## src/rtl/i2s_tx_controller.sv

```systemverilog
// I2S transmit controller: derives BCLK/LRCLK from one divider chain, takes
// stereo pairs over valid/ready and shifts them out MSB-first with the
// standard one-bit delay after each LRCLK edge.
module i2s_tx_controller #(
    parameter int unsigned DATA_W   = 24,
    parameter int unsigned SLOT_W   = 32,
    parameter int unsigned BCLK_DIV = 8
) (
    input  logic              clk,
    input  logic              rst_n,
    input  logic              enable,
    input  logic              s_valid,
    output logic              s_ready,
    input  logic [DATA_W-1:0] s_left,
    input  logic [DATA_W-1:0] s_right,
    output logic              bclk,
    output logic              lrclk,
    output logic              sdata,
    output logic              busy,
    output logic              underflow
);

    localparam int unsigned BIT_W = $clog2(2 * SLOT_W);
    localparam int unsigned DIV_W = (BCLK_DIV > 1) ? $clog2(BCLK_DIV) : 1;

    localparam logic [BIT_W-1:0] BitLast = BIT_W'(2 * SLOT_W - 1);
    localparam logic [BIT_W-1:0] SlotW   = BIT_W'(SLOT_W);
    localparam logic [BIT_W-1:0] DataW   = BIT_W'(DATA_W);
    localparam logic [DIV_W-1:0] DivLast = DIV_W'(BCLK_DIV - 1);

    typedef enum logic {StIdle, StRun} state_e;

    state_e            state_q, state_d;
    logic [DIV_W-1:0]  div_q;
    logic [BIT_W-1:0]  bit_q;
    logic              bclk_q, lrclk_q, sdata_q, underflow_q, s_ready_q;
    // Set until the first falling event of a run, which must land on bit 0.
    logic              first_q;
    logic              hold_full_q, hold_full_d;
    logic [DATA_W-1:0] hold_left_q, hold_right_q;
    logic [DATA_W-1:0] frame_right_q;
    logic [DATA_W-1:0] shift_q;

    logic              div_wrap, fall_evt, frame_edge, stop_now, frame_start, accept;
    logic [BIT_W-1:0]  bit_new, slot_k;

    assign div_wrap    = (state_q == StRun) && (div_q == DivLast);
    assign fall_evt    = div_wrap && bclk_q;
    assign bit_new     = (first_q || (bit_q == BitLast)) ? '0 : bit_q + 1'b1;
    assign frame_edge  = fall_evt && (bit_new == '0);
    assign stop_now    = frame_edge && !enable;
    assign frame_start = frame_edge && enable;
    assign slot_k      = (bit_new >= SlotW) ? bit_new - SlotW : bit_new;
    assign accept      = s_valid && s_ready_q;

    // State register
    always_ff @(posedge clk or negedge rst_n) begin
        if (!rst_n) state_q <= StIdle;
        else        state_q <= state_d;
    end

    // Next-state logic: a stop only takes effect on a frame boundary
    always_comb begin
        state_d = state_q;
        unique case (state_q)
            StIdle: if (enable)   state_d = StRun;
            StRun:  if (stop_now) state_d = StIdle;
            default:              state_d = StIdle;
        endcase
    end

    // Outputs
    always_comb begin
        busy      = (state_q == StRun);
        bclk      = bclk_q;
        lrclk     = lrclk_q;
        sdata     = sdata_q;
        underflow = underflow_q;
        s_ready   = s_ready_q;
    end

    // BCLK divider: toggles bclk every BCLK_DIV clk while running
    always_ff @(posedge clk or negedge rst_n) begin
        if (!rst_n) begin
            div_q  <= '0;
            bclk_q <= 1'b0;
        end else if ((state_q != StRun) || stop_now) begin
            div_q  <= '0;
            bclk_q <= 1'b0;
        end else if (div_wrap) begin
            div_q  <= '0;
            bclk_q <= ~bclk_q;
        end else begin
            div_q  <= div_q + 1'b1;
        end
    end

    // Bit counter, word select and serializer, all updated on bclk falls
    always_ff @(posedge clk or negedge rst_n) begin
        if (!rst_n) begin
            bit_q         <= '0;
            first_q       <= 1'b1;
            lrclk_q       <= 1'b1;
            sdata_q       <= 1'b0;
            shift_q       <= '0;
            frame_right_q <= '0;
        end else if ((state_q != StRun) || stop_now) begin
            bit_q   <= '0;
            first_q <= 1'b1;
            lrclk_q <= 1'b1;
            sdata_q <= 1'b0;
        end else if (fall_evt) begin
            bit_q   <= bit_new;
            first_q <= 1'b0;
            lrclk_q <= (bit_new >= SlotW);
            if (frame_start) begin
                frame_right_q <= hold_full_q ? hold_right_q : '0;
            end
            if (slot_k == '0) begin
                // Delay bit; preload the channel that the following bits carry
                sdata_q <= 1'b0;
                if (frame_start) shift_q <= hold_full_q ? hold_left_q : '0;
                else             shift_q <= frame_right_q;
            end else if (slot_k <= DataW) begin
                sdata_q <= shift_q[DATA_W-1];
                shift_q <= shift_q << 1;
            end else begin
                sdata_q <= 1'b0;
            end
        end
    end

    // Holding register occupancy: a frame start drains it, a handshake fills it
    always_comb begin
        hold_full_d = hold_full_q;
        if (frame_start && hold_full_q) hold_full_d = 1'b0;
        else if (accept)                hold_full_d = 1'b1;
    end

    // Holding register, ready flag and underflow pulse
    always_ff @(posedge clk or negedge rst_n) begin
        if (!rst_n) begin
            hold_full_q  <= 1'b0;
            s_ready_q    <= 1'b0;
            underflow_q  <= 1'b0;
            hold_left_q  <= '0;
            hold_right_q <= '0;
        end else begin
            hold_full_q <= hold_full_d;
            s_ready_q   <= !hold_full_d;
            underflow_q <= frame_start && !hold_full_q;
            if (accept) begin
                hold_left_q  <= s_left;
                hold_right_q <= s_right;
            end
        end
    end

endmodule

```

## config.mk

```make
export PLATFORM = sky130hd
export DESIGN_NAME = i2s_tx_controller
export DESIGN_NICKNAME = d
export VERILOG_FILES = /design/src/rtl/i2s_tx_controller.sv
export SDC_FILE = /design/constraint.sdc
export NUM_CORES = 1
export LEC_CHECK = 0
export BUFFER_PORTS_ARGS = -buffer_cell sky130_fd_sc_hd__buf_2
export CAP_MARGIN = 15
export CORE_ASPECT_RATIO = 0.6
export CORE_MARGIN = 10
export CORE_UTILIZATION = 60
export DETAILED_ROUTE_END_ITERATION = 6
export PLACE_DENSITY = 0.81
export SLEW_MARGIN = 10
export SYNTH_ARGS = -nofsm -noshare
export SYNTH_HDL_FRONTEND = slang
export SYNTH_SLANG_ARGS = --single-unit
```

## constraint.sdc

```tcl
create_clock -name clk -period 3.9 [get_ports clk]
set_input_delay 0.195 -clock clk [delete_from_list [all_inputs] [get_ports clk]]
set_output_delay 0.195 -clock clk [all_outputs]
set_load 0.005 [all_outputs]
```

; After elaboration in Yosys (flattened, before gate mapping)
; Index checks and enable logic that the tools add are counted.
[totals]
elab_cells = 70
out_inout_bits = 6
reg_bits = 113
in_bits = 52
[classes]
addsub = 3
magnitude_cmp = 2
mux = 26
n_eq_ne = 2
bitwise = 3
n_reduce_logical = 20
[op_table]
columns = op, n
row1 = $mux 24, 5
row2 = $mux 6, 4
row3 = $mux 1, 14
row4 = $logic_not 6->1, 2
row5 = $logic_and 1x1->1, 8
row6 = $add 6x1->6 const B, 1
row7 = $eq 6x6->1 const B, 1
row8 = $ge 6x6->1 const B, 1
row9 = $le 6x5->1 const B, 1
row10 = $mux 3, 2
row11 = $reduce_and 3->1, 2
row12 = $reduce_bool 2->1, 3
row13 = $sub 6x6->6 const B, 1
row14 = $add 3x1->3 const B, 1
row15 = $eq 3x3->1 const B, 1
row16 = $logic_not 1->1, 3
row17 = $not 1->1, 3
row18 = $logic_or 1x1->1, 2
row19 = $pmux 1 s2, 1

; Depth between registers and ports, before layout
; Gate-level depths: netlist of the first run.
[logic_depth]
ltp_word = 10
mapped_depth = 10

; Least setup slack after synthesis of the first run
; OpenSTA, ideal clock, no wires.
[synth_path]
kind = reg2reg
from = register div_q[0]
to = register shift_q[10]
n_path_buf = 2
synth_period_minus_slack_ns = 2.063
t_arrival_ns = 1.942
setup_slack_ns = 1.837
t_required_ns = 3.778
stages_incl_launch_ff = 10
setup_ns = 0.122
path_cell_list = dfrtp_1 ha_1 ha_1 and3_1 buf_4 o311a_2 nand2_2 buf_6 a221o_1 a32o_1
[synth_via]
elab_chain_len = 8
word_cells_on_any_way = 11
[synth_lines]
columns = item, line
row1 = from (decl), 34  ; logic [DIV_W-1:0] div_q;
row2 = from (signal assigned), 94  ; div_q <= div_q + 1'b1;
row3 = $eq 3x3->1 *, 47  ; assign div_wrap = (state_q == StRun) && (div_q == DivLast);
row4 = $logic_and 1x1->1 *, 47
row5 = $logic_and 1x1->1 *, 48  ; assign fall_evt = div_wrap && bclk_q;
row6 = $logic_and 1x1->1, 50  ; assign frame_edge = fall_evt && (bit_new == '0);
row7 = $logic_and 1x1->1, 51  ; assign stop_now = frame_edge && !enable;
row8 = $logic_or 1x1->1, 107  ; end else if ((state_q != StRun) || stop_now) begin
row9 = $not 1->1 (no line), -
row10 = $reduce_and 3->1 (no line), -
row11 = to (signal assigned), 122  ; if (frame_start) shift_q <= hold_full_q ? hold_left_q : '0;
row12 = to (signal assigned), 123  ; else shift_q <= frame_right_q;
row13 = to (signal assigned), 126  ; shift_q <= shift_q << 1;
row14 = to (decl), 42  ; logic [DATA_W-1:0] shift_q;
; Every way passes the cells marked *; elsewhere a longest branch is shown, timed or not.
; A chain may end at the register's enable or synchronous reset.

; Final worst setup path of the first run
[layout_path]
from = register bit_q[0]
to = register first_q
[layout_via]
elab_chain_len = 8
word_cells_on_any_way = 10
[layout_lines]
columns = item, line
row1 = from (decl), 35  ; logic [BIT_W-1:0] bit_q;
row2 = from (signal assigned), 113  ; bit_q <= bit_new;
row3 = "parallel branches: the longest is 2 deep, another holds $add 6x1->6", -
row4 = $mux 6 *, 49  ; assign bit_new = (first_q || (bit_q == BitLast)) ? '0 : bit_q + 1'b1;
row5 = $logic_not 6->1 *, 50
row6 = $logic_and 1x1->1 *, 50
row7 = $logic_and 1x1->1 *, 51
row8 = $logic_or 1x1->1 *, 107
row9 = $mux 1 / $reduce_bool 2->1 (equally long branches), -
row10 = to (signal assigned), 102  ; first_q <= 1'b1;
row11 = to (signal assigned), 109  ; first_q <= 1'b1;
row12 = to (signal assigned), 114  ; first_q <= 1'b0;
row13 = to (decl), 38  ; logic first_q;
; Mark *: on every way between the ends.

==> results of run 1 <==
-- sequential cells by signal, indices dropped and copies added, names as in the netlist --
| signal | count |
|---|---|
| s_ready | 1 |
| lrclk | 1 |
| hold_left_q | 24 |
| div_q | 3 |
| bclk | 1 |
| bit_q | 6 |
| underflow | 1 |
| hold_right_q | 24 |
| frame_right_q | 24 |
| hold_full_q | 1 |
| shift_q | 24 |
| first_q | 1 |
| busy | 1 |
| sdata | 1 |
-- report_power, final --
group / total, W / switching, W / leakage (nW) / internal (W)
logic: 0.00149 / 0.000768 / 1.03 / 0.000720
clock network: 0.00178 / 0.000527 / 0.328 / 0.00125
registers: 0.00200 / 0.000329 / 1.42 / 0.00167
total: 0.00526 / 0.00162 / 2.78 / 0.00364
-- repair_timing --
action                                  in CTS  in global routing
endpoints found under the hold margin        5                  0
endpoints found under the setup margin       0                  0
setup buffers                                0                  0
hold buffers                                 1                  0
-- worst register-to-register path: stages, from the launching register on --
cell and delay, ns:
dfrtp_1 0.44, ha_1 0.33, nor2b_1 0.18, a32oi_1 0.16
o21bai_2 0.36, nand3_1 0.84, o211ai_1 0.57
-- worst min-delay path by stage --
stage | startpoint | end | slack, ns | cells past startpoint
global route | s_right[4] | hold_right_q[4] | 0.01 | 2
finish | s_left[4] | hold_left_q[4] | 0.01 | 2
global placement | rst_n | hold_right_q[19] | 0.42 | 1
floorplan | rst_n | bclk | -0.10 | 0
CTS | s_left[4] | hold_left_q[4] | 0.009 | 2
detailed placement | rst_n | hold_right_q[19] | 0.42 | 1
-- kinds of logic after synthesis --
group	synth area share, %
xor+xnor	0.6766
compound gates	20.59
fa+ha+maj	0.7249
flops	54.65
simple gates	6.669
buf+inv	6.064
mux	10.63
-- stage by stage --
| step | hold WS, ns | cells | worst slack, ns |
|---|---|---|---|
| 3_5_place_dp | 0.4213 | 585 | 0.9944 |
| 2_1_floorplan | -0.1006 | 447 | 1.837 |
| 5_1_grt | 0.01128 | 619 | 0.6133 |
| 6_report | 0.01314 | 619 | 0.8877 |
| 4_1_cts | 0.009007 | 618 | 0.9228 |
| 3_3_place_gp | 0.4219 | 585 | 1.122 |
-- cell type report --
cell class | count | area [sq um] | share of cell area (%)
well taps | 112 | 140.1 | 2.281
clock buffers | 23 | 478.0 | 7.780
multi-input cells | 272 | 2037 | 33.16
flip-flops and latches | 113 | 2830 | 46.07
repair buffers | 65 | 362.8 | 5.906
inverters | 25 | 93.84 | 1.527
clock inverters | 9 | 201.4 | 3.279
-- synthesized netlist by cell type (2+ instances only) --
cell type,instances
dfrtp_1,111
nor2_1,4
nand2_1,30
o21ai_0,46
mux2_2,48
o41ai_1,2
a21oi_1,25
o21a_1,3
clkbuf_1,11
nand2b_1,2
and3_1,3
buf_4,7
inv_1,25
buf_6,6
dfstp_2,2
nor2b_1,3
a32o_1,25
and2_1,3
xnor2_1,2
nand3_1,13
a221o_1,23
buf_2,8
xor2_1,2
ha_1,3
o21ai_1,11
buf_1,5
-- routing by layer --
layer / track usage, % / part of all wire (%) / vias to the layer above
met2: 29.68 / 47 / 147
met5: 0 / 0 / -
met1: 25.13 / 45 / 1945
li1: - / - / 1737
met4: 7.705 / 1.6 / 0
met3: 6.179 / 6.5 / 24
==> results.md, run 1 <==
- Origin of the worst setup path: bit_q[0]
- First-pass GRT wire length: 20,390 um
- GRT overflow: 0
- Net Count, Synth: 502
- Antenna Violating Nets Remaining: 0
- Routed vias/inst: 6.225
- # clock sinks: 113
- RR Startpoint: bit_q[0]
- Final core occ: 72.63%
- Main synth FF type: dfrtp_1
- Total Wirelength: about 12,000 um
- Yosys top cell by area: dfrtp_1
- Clk root buf: clkbuf_16
- Number of I/O pins: 58
- Commonest non-fill, non-tap cell in the layout: dfrtp_1
- Iter 0 DRT Violations: around 400
- Fillers: 581
- Global Route Usage Sum: approximately a fifth
- Unrepaired setup endpoints after global routing: no
- Capturing point of the worst reg2reg path: first_q
- Most frequent cells in the layout: dfrtp_1, buf_2, mux2_2
- F_max: 0.3320 GHz
- Crit path capture type: register
- Via Count: 3,853
- H-tree depth: 4
- Mapped Cells: around 450
- Post-CTS Resized: 0
- Vias in the first global route: 4,035
- Antenna violations before repair: 0
- Initial core utilization: 61.23%
- Final worst-path cycle share: around 77%
- Clock period minus worst slack: 3.012 ns
- Kind of critical path: reg2reg
- Post-DP HPWL: 7389 um
- First-pass DRT Iterations: 5
- Clock Path Buffers: 2
- Cells along the critical path: ha_1 > nor2b_1 > a32oi_1 > o21bai_2 > nand3_1 > o211ai_1
- Clock-pin slew on the worst setup and hold paths: 0.05 ns
- Synth-to-Final Area Change: 18.63%
- Final GP Congestion: 0.7946
- CP Depth: 6
- # diodes: 0
- Post-synth design cell area: 5179 sq um
- Async S/R FF share, synth: 100.0%
- Layout cell share with drive strength beyond 1: 30.77%
- DR WL/cell: 19.60 um
- Slew margin rel.: 29.09%
- Final Max Tran Viols: 0
- Worst Path Max Fanout: 24
- Area post-placement: 5434 sq um
- Max-cap viol count: 0
- Drt drc: 0
- Pwr per Cell Area: about 860 nW/um^2
- Clock Skew: about 0.0057 ns
- TritonCTS buffer count: 17
- Largest net degree at the start of global routing: 82
- Slowest Stage Delay on Critical Path: 0.84 ns
- Die Span Y: 91.97 um
- Status: completed
- Fin. Hold Viols: 0
- Leakage: 2.776 nW
- Syn avg cell area: 11.59 sq um
- Nets: 549
- Hold Path Class: in2reg
- Worst Setup Start Kind: register
- Crit path buffers/inverters: 0
- DIE AREA: 12,870 sq um
- Pwr Total: 0.005265 W
- Clk_lat worst skew: around 0.4 ns
- Post-Route Setup TNS: 0 ns
- Worst IR Drop VDD: 0.4721 mV
- Setup Viol. Count Final: 0
- Reg2reg setup slack: 0.89 ns
- Die Width: 139.9 um
- Synth area leaders: dfrtp_1, mux2_2, a32o_1
- Crit path required time: 4.19 ns
- Crit path to: first_q
- Slew of the pin with the lowest slew margin: ~1.1 ns
- Reg2Reg Depth: 6
- Seq/Total Area, Yosys: a little over half
- Worst path top cell family by delay: compound AO/OA/AOI/OAI gates
- CTS tree: yes
- Data arrival time of the worst path: 3.30 ns
- Slowest cell on crit path: nand3_1
- Number of synthesized flops with an enable pin: 0
- Area share of the largest cell type after synthesis: between 50% and 60%
- Core footprint: 8458 sq um
- Yosys cell types: 50
- Design Area, Final: around 6100 sq um
- FP Rows: 26
- Seq cells post-synth: 113
- Input/output buffers: 57
- Synthesis warning total: 0
No activity file was read; power rests on OpenSTA's default activity.
==> inputs of run 2 (changes only) <==
CORE_UTILIZATION = 58   (was 60)
PLACE_DENSITY = 0.79   (was 0.81)
clock period = 3 ns   (was 3.9 ns; I/O delays follow)
==> run 2 against run 1 <==
Against the previous run: worst setup slack worse by 0.63 ns; maximum frequency up 9.8%; utilization rose by 4.1 points; cell count grew 7.9%; sequential cell count did not move; final area grew 7.2%; die area grew 2.8%; first-iteration DRC count rose by 5.2%; clock skew rose by 0.00068 ns; wire length is 7.1% higher; critical path type unchanged; largest power group unchanged.
==> results.md, run 2 (synthesis results as in run 1) <==
- Status: completed
- Kind of critical path: reg2reg
- GRT overflow: 0
- Iter 0 DRT Violations: 422
- Data arrival time of the worst path: slightly above 3 ns
- Via Count: 4,055
- H-tree depth: 4
- Origin of the worst setup path: div_q[0]
- Slew margin rel.: approximately 40%
- Most frequent cells in the layout: dfrtp_1, buf_2, mux2_2, dlygate4sd3_1, o21ai_0
- Antenna violations before repair: 0
- F_max: 0.3645 GHz
- Crit path to: shift_q[11]
- CTS tree: yes
- Layout cell share with drive strength beyond 1: 28.60%
- Commonest non-fill, non-tap cell in the layout: dfrtp_1
- Post-CTS setup buffers: 0
- Slew of the pin with the lowest slew margin: 0.8832 ns
- Worst Path Max Fanout: 40
- Unrepaired setup endpoints after global routing: no
- Reg2reg setup slack: roughly 0.26 ns
- Reg2Reg Depth: 7
- Die Width: roughly 140 um
- Final worst-path cycle share: 91.44%
- DIE AREA: around 13,000 sq um
- Max-cap viol count: 0
- DR WL/cell: slightly below 20 um
- Clock Path Buffers: 2
- Clock Skew: about 0.0064 ns
- Routed vias/inst: around 6
- Capturing point of the worst reg2reg path: shift_q[11]
- Synth-to-Final Area Change: 27.20%
- Global Route Usage Sum: 20.27%
- Final GP Congestion: approximately 0.88
- Hold Path Class: in2reg
- FP Rows: 26
- Worst Setup Start Kind: register
- Die Span Y: 93.20 um
- Setup Viol. Count Final: 0
- RR Startpoint: div_q[0]
- First-pass DRT Iterations: 4
- Initial core utilization: 60.30%
- Input/output buffers: 57
- Drt drc: 0
- Vias in the first global route: 4,159
- Worst IR Drop VDD: 0.5925 mV
- Hold path cells: 2
- WHS: 0.01456 ns
- Antenna Violating Nets Remaining: 0
- Clock-pin slew on the worst setup and hold paths: 0.05 ns
- Post-Route Setup TNS: 0 ns
- Post-DP HPWL: 7631 um
- Clock period minus worst slack: 2.743 ns
- First-pass GRT wire length: roughly 21,000 um
- Crit path required time: 3.29 ns
- Core footprint: 8588 sq um
- Pwr per Cell Area: ~1000 nW/um^2
- Pwr Total: 0.006689 W
- # clock sinks: about 110
- Number of I/O pins: 58
- Largest net degree at the start of global routing: 72
- Leakage: approximately 3.0 nW
- Crit path capture type: register
- Fin. Hold Viols: 0
- TritonCTS buffer count: 17
- Final Max Tran Viols: 0
- Nets: 602
- Total Wirelength: 12,990 um
- Clk root buf: clkbuf_16
- Clk_lat worst skew: 0.41 ns
- # diodes: 0
==> run 2: cell types whose count changed in the layout (fill, tap and decap cells not counted) <==
cell and delta:
dlygate4sd3_1 +47, buf_4 +5, bufinv_16 -2, clkinv_2 +2
buf_12 +1, clkbuf_1 -1, clkbuf_8 -1, clkinv_4 -1
clkinvlp_4 -1
==> run 2: through the flow <==
step                      std cells  util, %  instance area (sq um)  setup WS, ns
after floorplan                 447        -                   5179        0.9369
after global placement          591    63.94                   5492        0.4318
after detailed placement        591    63.94                   5492        0.3100
after CTS                       667    76.47                   6568        0.3076
after global routing            668    76.70                   6588       0.08255
final                           668    76.70                   6588        0.2567
==> run 2: per-layer routing <==
metal	GRT usage, %	up-vias	part of all wire [%]
met5	0	-	0
met4	7.966	0	1.5
met3	5.808	22	5.9
met2	31.43	161	49
met1	26.38	2034	44
li1	-	1838	-
==> run 2: how the worst min path moves through the flow <==
stage | startpoint | end | slack (ns)
after floorplan | rst_n | bclk | -0.15
after global placement | rst_n | hold_right_q[19] | 0.31
after detailed placement | rst_n | hold_right_q[19] | 0.32
after CTS | s_right[9] | hold_right_q[9] | 0.007
after global routing | s_right[9] | hold_right_q[9] | 0.001
final | s_right[9] | hold_right_q[9] | 0.01
==> run 2: what timing repair did <==
action	4_1_cts	5_1_grt
hold buffers	48	0
hold endpoints to repair	113	0
gates resized for setup	0	0
==> run 2: where the power goes <==
| group | internal, W | leakage (nW) | total, W | switching (W) |
|---|---|---|---|---|
| Combinational | 0.00101 | 1.26 | 0.00203 | 0.00102 |
| Sequential | 0.00217 | 1.42 | 0.00260 | 0.000426 |
| Clock | 0.00141 | 0.294 | 0.00206 | 0.000649 |
==> run 2: critical path, stage by stage, from the launching register on <==
cell and delay [ns]:
dfrtp_1 0.35, ha_1 0.15, ha_1 0.23, and3_1 0.40, o311a_2 0.27, nand2_2 0.43, a221o_1 0.53, a32o_1 0.26
==> run 2: final cells by class <==
cell class	count	area, sq um
clock buffer	21	460.4
clock inverter	7	135.1
fill	548	2001
inverter	25	93.84
multi-input combinational	272	2037
sequential	113	2830
tap	112	140.1
timing repair buffer	118	890.9
==> inputs of run 3 (changes only) <==
REMOVE_ABC_BUFFERS = 1   (was not set)
==> run 3 against run 2 <==
Against the previous run: final area up 1.2%; register-to-register slack better by 0.29 ns; total power up 1.1%; sequential power about the same; clock skew up 0.0028 ns; wire length down 5.0%.
==> results.md, run 3 (synthesis results as in run 1) <==
- Leakage: about 3.0 nW
- Via Count: 4,026
- Routed vias/inst: around 6
- Slew of the pin with the lowest slew margin: 0.6585 ns
- Drt drc: 0
- F_max: slightly above 0.4 GHz
- Largest net degree at the start of global routing: 72
- Worst Setup Start Kind: register
- Pwr per Cell Area: 1015 nW/um^2
- Max-cap viol count: 0
- Synth-to-Final Area Change: 28.68%
- Unrepaired setup endpoints after global routing: no
- Initial core utilization: about three fifths
- # diodes: 0
- Worst Path Max Fanout: 17
- Clock Skew: between 0.009 and 0.01 ns
- Total Wirelength: 12,340 um
- Most frequent cells in the layout: dfrtp_1, buf_2, dlygate4sd3_1
- Antenna Violating Nets Remaining: 0
- GRT overflow: 0
- Design Area, Final: around 6700 sq um
- Die Width: 142.0 um
- CTS tree: yes
- Hold Path Class: in2reg
- Final GP Congestion: 0.8437
- TritonCTS buffer count: 17
- Post-DP HPWL: 7421 um
- Fin. Hold Viols: 0
- Area post-placement: 5504 sq um
- Kind of critical path: reg2reg
- Clock Path Buffers: 2
- Nets: 604
- First-pass GRT wire length: around 21,000 um
- Status: completed
- FP Rows: 26
- Area occupied by multi-input gates: about 2000 sq um
- Clk_lat worst skew: 0.41 ns
- Final core occ: between 70% and 80%
- Iter 0 DRT Violations: 349
- Post-CTS Resized: 0
- Input/output buffers: 57
- Crit path required time: 3.32 ns
- Clock-pin slew on the worst setup and hold paths: 0.05 ns
- DR WL/cell: 18.31 um
- Die Span Y: 93.20 um
- Clock period minus worst slack: 2.450 ns
- DIE AREA: 13,230 sq um
- Core footprint: 8588 sq um
- Hold buffer count at cts: 50
- Slew margin rel.: 56.10%
- Number of I/O pins: 58
- Post-CTS setup buffers: 0
- Layout cell share with drive strength beyond 1: around 29%
- Clk root buf: clkbuf_16
- # clock sinks: around 110
- Setup Viol. Count Final: 0
- Final worst-path cycle share: 81.68%
- First-pass DRT Iterations: 4
- Data arrival time of the worst path: 2.77 ns
- H-tree depth: 4
- Commonest non-fill, non-tap cell in the layout: dfrtp_1
- Fillers: 534
- Worst IR Drop VDD: 0.5860 mV
- Crit path capture type: register
- Global Route Usage Sum: 19.87%
- Post-Route Setup TNS: 0 ns
- Antenna violations before repair: 0
- Vias in the first global route: 4,127
- Sequential cell area: 2830 sq um
- Final Max Tran Viols: 0
run 3: cell count changes in the layout (fill, tap and decap cells not counted):
cell           previous run  this run
buf_12                    2         3
buf_4                    12        11
clkbuf_1                  2         1
clkbuf_8                  2         4
clkinv_2                  3         4
clkinvlp_4                0         2
dlygate4sd3_1            48        50
run 3: power breakdown:
part | switching [W] | total, W | internal [W]
clock network | 0.000695 | 0.00217 | 0.00147
registers | 0.000414 | 0.00259 | 0.00217
logic | 0.00100 | 0.00201 | 0.00101
total | 0.00211 | 0.00677 | 0.00466
run 3: routing by layer:
layer	track usage, %	up-vias	share of wire [%]
met5	0	-	0
met4	6.441	0	1.1
met3	6.869	16	6.9
met2	28.87	148	45
met1	27.22	2007	47
li1	-	1855	-
run 3: worst paths after layout:
kind,from,to,slack (ns),cells past startpoint
setup reg to reg,bit_q[1],frame_right_q[11],0.55,7
hold reg to reg,div_q[0],div_q[0],0.44,1
min in group asynchronous,rst_n,div_q[0],0.32,2
hold / removal,s_valid,s_ready,0.30,3
max in group asynchronous,rst_n,hold_right_q[12],1.93,3
setup / recovery,bit_q[1],frame_right_q[11],0.55,7
run 3: worst max-delay path, stage by stage, from the launching register on:
cell      delay, ns
dfrtp_1        0.44
ha_1           0.36
and2_1         0.20
a32oi_1        0.09
o21bai_2       0.35
nand3_1        0.37
buf_4          0.33
o21ai_0        0.21
run 3: final cells by class:
type                            count  area share [%]
Tap cell                          112           2.103
Multi-Input combinational cell    272           30.57
Inverter                           25           1.408
Timing Repair Buffer              120           13.86
Clock buffer                       22           7.266
Clock inverter                     10           2.328
Sequential cell                   113           42.47
run 3: stage by stage:
stage          power, W  setup slack (ns)  std cells  hold slack [ns]
4_1_cts        0.006778            0.5790        673           0.3246
3_5_place_dp   0.004519            0.6100        591           0.2221
3_3_place_gp   0.004405            0.7391        591           0.2103
5_1_grt        0.007180            0.3108        674           0.3184
6_report       0.006766            0.5497        674           0.2970
2_1_floorplan  0.003878            0.1522        410          -0.1456
